$ cat src/rtl/pc_sequencer.sv
// pc_sequencer
// Next-PC controller for the fetch stage. Each cycle it selects the value
// presented to the PC register (sequential, BTB prediction, EX redirect,
// interrupt vector, interrupt return) and decides whether the PC holds and
// whether the front-end pipeline registers are flushed. It also owns the
// interrupt entry/return state machine, the saved exception PC, the
// post-return interrupt guard and the halt latch.
//
// Ports:
//   clk, rst              clock (rising edge), synchronous active-high reset
//   pc_cur                current PC register output
//   stall                 load-use stall from decode
//   pred_taken/target     BTB taken prediction for pc_cur
//   mispredict/redirect_pc EX-stage redirect request and correct PC
//   irq                   level-sensitive interrupt request
//   eret                  return-from-interrupt resolved in EX
//   halt_req              halt syscall resolved in EX
//   pc_next, pc_hold      to PC register (combinational)
//   flush                 kill IF/ID and ID/EX this cycle (combinational)
//   epc                   saved return address (registered)
//   in_handler, halted    state flags (registered)
//   irq_count             accepted interrupts, saturating (registered)

module pc_sequencer #(
    parameter logic [31:0] RESET_VECTOR = 32'h0000_0000,
    parameter logic [31:0] IRQ_VECTOR   = 32'h0000_0040,
    parameter int unsigned GUARD_CYCLES = 2
) (
    input  logic        clk,
    input  logic        rst,
    input  logic [31:0] pc_cur,
    input  logic        stall,
    input  logic        pred_taken,
    input  logic [31:0] pred_target,
    input  logic        mispredict,
    input  logic [31:0] redirect_pc,
    input  logic        irq,
    input  logic        eret,
    input  logic        halt_req,
    output logic [31:0] pc_next,
    output logic        pc_hold,
    output logic        flush,
    output logic [31:0] epc,
    output logic        in_handler,
    output logic        halted,
    output logic [7:0]  irq_count
);

    localparam logic [1:0] ST_RUN     = 2'd0;
    localparam logic [1:0] ST_HANDLER = 2'd1;
    localparam logic [1:0] ST_HALTED  = 2'd2;

    localparam logic [3:0] GUARD_LOAD = 4'(GUARD_CYCLES);

    // Saturating 8-bit increment for the interrupt counter.
    function automatic logic [7:0] sat_inc8(input logic [7:0] value);
        if (value == 8'hFF) begin
            sat_inc8 = 8'hFF;
        end else begin
            sat_inc8 = value + 8'd1;
        end
    endfunction

    logic [1:0]  state_r;
    logic [3:0]  guard_r;
    logic [1:0]  state_next_s;
    logic [3:0]  guard_next_s;
    logic [31:0] epc_next_s;
    logic [7:0]  count_next_s;
    logic        irq_ok_s;
    logic        eret_ok_s;
    logic        frozen_s;

    // Event qualifiers shared by PC selection, hold and state update.
    always_comb begin
        irq_ok_s  = irq & (state_r == ST_RUN) & (guard_r == 4'd0);
        eret_ok_s = eret & (state_r == ST_HANDLER);
        frozen_s  = (state_r == ST_HALTED) | halt_req;
    end

    // Priority selection of the next PC and the flush strobe.
    always_comb begin
        pc_next = pc_cur + 32'd4;
        flush   = 1'b0;
        if (rst) begin
            pc_next = RESET_VECTOR;
            flush   = 1'b1;
        end else if (frozen_s) begin
            pc_next = pc_cur;
            flush   = 1'b1;
        end else if (eret_ok_s) begin
            pc_next = epc;
            flush   = 1'b1;
        end else if (irq_ok_s) begin
            pc_next = IRQ_VECTOR;
            flush   = 1'b1;
        end else if (mispredict) begin
            pc_next = redirect_pc;
            flush   = 1'b1;
        end else if (stall) begin
            pc_next = pc_cur;
            flush   = 1'b0;
        end else if (pred_taken) begin
            pc_next = pred_target;
            flush   = 1'b0;
        end else begin
            pc_next = pc_cur + 32'd4;
            flush   = 1'b0;
        end
    end

    // PC hold: a stall only holds when no redirecting event overrides it.
    always_comb begin
        pc_hold = ~rst & (frozen_s | (stall & ~irq_ok_s & ~mispredict & ~eret_ok_s));
    end

    // Next-state logic for the interrupt/halt machine, guard, epc and counter.
    always_comb begin
        state_next_s = state_r;
        epc_next_s   = epc;
        count_next_s = irq_count;
        if (guard_r != 4'd0) begin
            guard_next_s = guard_r - 4'd1;
        end else begin
            guard_next_s = 4'd0;
        end

        if (halt_req) begin
            state_next_s = ST_HALTED;
        end else begin
            case (state_r)
                ST_RUN: begin
                    if (irq_ok_s) begin
                        // A redirect in the same cycle means pc_cur is a
                        // wrong-path address; resume at the corrected PC.
                        epc_next_s   = mispredict ? redirect_pc : pc_cur;
                        state_next_s = ST_HANDLER;
                        count_next_s = sat_inc8(irq_count);
                    end else begin
                        state_next_s = ST_RUN;
                    end
                end
                ST_HANDLER: begin
                    if (eret) begin
                        state_next_s = ST_RUN;
                        guard_next_s = GUARD_LOAD;
                    end else begin
                        state_next_s = ST_HANDLER;
                    end
                end
                ST_HALTED: begin
                    state_next_s = ST_HALTED;
                end
                default: begin
                    // Unreachable encoding: recover to a known state.
                    state_next_s = ST_RUN;
                end
            endcase
        end
    end

    // State, guard and registered outputs.
    always_ff @(posedge clk) begin
        if (rst) begin
            state_r    <= ST_RUN;
            guard_r    <= 4'd0;
            epc        <= 32'd0;
            irq_count  <= 8'd0;
            in_handler <= 1'b0;
            halted     <= 1'b0;
        end else begin
            state_r    <= state_next_s;
            guard_r    <= guard_next_s;
            epc        <= epc_next_s;
            irq_count  <= count_next_s;
            in_handler <= (state_next_s == ST_HANDLER);
            halted     <= (state_next_s == ST_HALTED);
        end
    end

endmodule

$ cat config.mk
export PLATFORM = sky130hd
export DESIGN_NAME = pc_sequencer
export DESIGN_NICKNAME = d
export VERILOG_FILES = /design/src/rtl/pc_sequencer.sv
export SDC_FILE = /design/constraint.sdc
export NUM_CORES = 1
export LEC_CHECK = 0
export ABC_AREA = 1
export BUFFER_PORTS_ARGS = -buffer_cell sky130_fd_sc_hd__buf_2
export CORE_ASPECT_RATIO = 0.9
export CORE_MARGIN = 5
export CORE_UTILIZATION = 25
export DETAILED_ROUTE_END_ITERATION = 16
export PLACE_DENSITY = 0.45
export SYNTH_ARGS = -nofsm -noshare
export SYNTH_HDL_FRONTEND = slang
export SYNTH_SLANG_ARGS = --single-unit
$ cat constraint.sdc
create_clock -name clk -period 2 [get_ports clk]
set_input_delay 0.1 -clock clk [delete_from_list [all_inputs] [get_ports clk]]
set_output_delay 0.1 -clock clk [all_outputs]
set_load 0.02 [all_outputs]
# Yosys cells after proc, flatten, opt, wreduce, memory -nomap -nowiden
# Index checks and enable logic that the tools add are counted.
# totals
input_bits,104
word_cells,54
ff_bits,48
output_inout_bits,76
# classes
n_reduce_logical,4
addsub,3
bitwise_logic,14
mux,22
n_eq_ne,5
# op_table
cell,count
$mux 32,8
$add 32x3->32 const B,1
$mux 4,4
$add 8x1->8 const B,1
$eq 8x8->1 const B,1
$mux 8,1
$and 1x1->1,7
$mux 1,7
$pmux 2 s3,1
$not 1->1,5
$eq 2x1->1 const B,2
$eq 2x2->1 const B,2
$logic_not 4->1,1
$reduce_bool 4->1,1
$sub 4x1->4 const B,1
$reduce_and 3->1,1
$logic_not 2->1,1
$mux 2,1
$or 1x1->1,2

# Depth between registers and ports, before layout
# logic_depth
ltp_word,9
mapped_depth,13
mapped_depth_nobuf,12

# Least setup slack after synthesis
# Ideal clock, no wire load.
# synth_path
path_kind,flip-flop to output port
start,reg guard_r[0]
end,out pc_next[6]
t_arrival_ns,1.597
stages_incl_launch_ff,7
required_time_ns,1.900
slack_ns,0.303
path_buffers,1
path_cell_list,dfxtp_1 > nor3_4 > nand3_2 > nand2_2 > buf_2 > o221ai_1 > o22ai_1
# synth_via
elab_chain_cells,6
# synth_lines
item,line,source
"start, declared",65,logic [3:0] guard_r;
"start signal, assigned",173,guard_r <= guard_next_s;
$logic_not 4->1,76,irq_ok_s = irq & (state_r == ST_RUN) & (guard_r == 4'd0);
$and 1x1->1,76,
$mux 32,94,end else if (irq_ok_s) begin
$mux 32,91,end else if (eret_ok_s) begin
$mux 32,88,end else if (frozen_s) begin
$mux 32,85,if (rst) begin
"end, declared",40,"output logic [31:0] pc_next,"
# Every way passes these cells.

# Worst setup path in the final report
# layout_path
start,reg guard_r[0]
end,out pc_next[16]
# Same word-level chain as after synthesis.

==> impl_metrics.toml <==
[drt]
drt_iter0_drc = 412
wl_per_cell_um = 18.7
viasPerCell = 5.01
drc = 0
wirelength_um = 22500
vias = 6028
drtAntennaViolNets = 0
drtPass1Iterations = 5

[run_status]
status = "completed"

[yosys]
async_reset_ff_frac = 0
synth-edff-count = 0
synth.distinct_cells = 38
ys_seq_elements = 48
netlist.area_leader.share = 0.219
synthFlopType = "dfxtp_1"
yosysWarnings = 0
synth.cell_area_sq_um = 4390
synthTopCellsByArea = "dfxtp_1 22%, nand2_1 21%, o21ai_0 9.5%"
synth_area_per_cell_sq_um = 5.60
synth_top_area_cell = "dfxtp_1"
synth_fp_nets = 890
netlist_top_cells_count = "241 x nand2_1, 83 x o21ai_0, 77 x nor2_1"
syn-instance-count = 784
yosysMostFrequentCell = "nand2_1"
seq_area_frac_synth = 0.219

[cts]
cts_max_level = 2
tritoncts = "yes"
ctsRootBufferMaster = "clkbuf_16"
clk_path_buf_depth = 2
cts.clk_slew.worst_paths_ns = 0.08
cts_made_buffers = 5
cts.sinks = 48
clkLatencyLatePin_ns = 0.31
hold_buffers = 0

[sta]
slew_headroom = 0.572
finClkSkew_ns = 0.0107
worst_pin_slew_ns = 0.641
setup_tns_ns = 0
fmax_mhz = 520
final-max-slew-violation-count = 0
fin_crit_sh = 0.961
rsz0062_at_grt = "yes"
setup_viol = 0
min_period_ns = 1.92
hold_viol_final = 0

[worst_setup_path]
slowest_delay_ns = 0.35
critPathBufInv = 2
worstReg2RegEnd = "epc[21]"
cp_max_fo = 9
r2r_slack_ns = 0.23
worstPathArrival_ns = 1.82
path_class = "reg2out"
path_common_cell = "a21oi_1"
cp_slowest_cell = "dfxtp_2"
crit-reg2reg-launch = "guard_r[0]"
start_kind = "register"
path_cells = "nor3_4 > nand3_4 > nand2_4 > buf_6 > a21oi_1 > a21oi_1 > nor2_1 > buf_2"
cp.required_ns = 1.90
cp_num_cells = 8
end_kind = "primary output"
crit_family = "simple AND/OR/NAND/NOR gates"
r2r_cells = 7

[worst_hold_path]
holdPathStages = 3
hp-start = "redirect_pc[20]"
min_path_type = "in2reg"
hold_end = "epc[20]"

[global_routing]
grt_use_total = 0.212
overflow = 0
grt_pass1_vias = 5715
grt_pass1_wl_um = 33100
antenna_found_initial = 1
grt_start_max_net_pins = 64

[floorplan]
die-area_sq_um = 20300
core_sq_um = 17400
ioPinCount = 180
die_w_um = 150
num_rows = 46
start_util = 0.252
chipHeight_um = 136

[finish]
post-route-util = 0.345
layout-drive-gt1-share = 0.269
fill_cells = 2088
final_cell_area_sq_um = 6020
fin_nets = 1067
syn_to_final_growth_pct = 37.2

[pwr]
p_per_area_nw_per_um2 = 709
peakVddDrop_v = 0.000347
leakagePower_nw = 2.82

[placed_design]
gp_congestion = 0.909
io_buffer_count = 179
placed_area_sq_um = 5690
place_hpwl_um = 16800

[job]
maxCapViolCount = 0
[tightest hold or removal path, stage by stage]
cell and delay [ns]:
buf_2 0.10, nand2_1 0.07, a31oi_1 0.07
[flip-flops by register name, indices dropped and copies added (netlist names)]
name        cells
guard_r         4
in_handler      1
irq_count       8
epc            32
halted          1
state_r         2
[worst max path at each step]
stage                from     endpoint  slack (ns)
4_1_cts        state_r[0]  pc_next[31]      -0.004
3_3_place_gp    pc_cur[2]  pc_next[31]        0.13
6_report       guard_r[0]  pc_next[16]        0.08
3_5_place_dp    pc_cur[2]  pc_next[20]        0.08
2_1_floorplan  guard_r[0]   pc_next[6]        0.30
5_1_grt        guard_r[0]  pc_next[16]       -0.03
[cells in the final DEF (no fill, tap or decap), drive strengths merged, types with 2 or more instances in the layout]
cell      count
clkinvlp      2
xor2          7
ha            2
nand2       244
o21a          3
a31oi        37
clkbuf        8
inv          57
o31ai         3
nor3          8
buf         214
o21ai        84
a21oi        68
nand3        44
nor2         83
o21bai        4
a211oi        6
o211ai       15
dfxtp        48
nand4        16
nor3b         2
[layout make-up]
class                      instances  area (sq um)  share of cell area
inverter                          58           218              0.0361
antenna                            1          2.50            0.000415
clock inverter                     2          15.0             0.00249
tap                              240           300              0.0499
clock buffer                       6           139              0.0231
multi-input combinational        632          3100               0.514
timing repair buffer             216          1290               0.214
sequential                        48           966               0.160
[metal layers]
layer  up-vias  wire length (um)  GRT usage
li1       3009                 -          -
met1      2757             10300      0.284
met2       245              9970      0.342
met3        17              1870     0.0542
met4         0               340     0.0513
met5         -                 0          0
[report_power, final]
| part | switching (mW) | leakage [nW] | total (mW) | internal, mW |
|---|---|---|---|---|
| Sequential | 0.143 | 0.394 | 1.26 | 1.12 |
| Combinational | 1.31 | 2.36 | 2.06 | 0.744 |
| Clock | 0.452 | 0.0691 | 0.952 | 0.500 |
[repair_timing]
item / in CTS / in global routing
setup endpoints to repair: 26 / 30
buffers inserted: 1 / 4
cloned: 0 / 1
gates resized for setup: 10 / 27
hold endpoints to repair: 0 / 0
pin swaps: 2 / 6
[cells by family after synthesis]
| kind of cell | share of synthesized area |
|---|---|
| XOR/XNOR | 0.0160 |
| AND/OR/NAND/NOR | 0.377 |
| adder cells (fa/ha/maj) | 0.00570 |
| AO/OA/AOI/OAI | 0.287 |
| flip-flops | 0.219 |
| buffers and inverters | 0.0954 |
[stage by stage]
stage	worst slack, ns	hold slack (ns)	std cells	power (mW)
4_1_cts	-0.00430	0.0618	1197	4.20
5_1_grt	-0.0321	0.0882	1203	4.54
3_5_place_dp	0.0768	0.394	1188	3.18
6_report	0.0775	0.0665	1203	4.27
2_1_floorplan	0.303	0.178	784	2.38
3_3_place_gp	0.134	0.399	1188	3.19
Note: power is estimated with default switching activity, not from simulation.
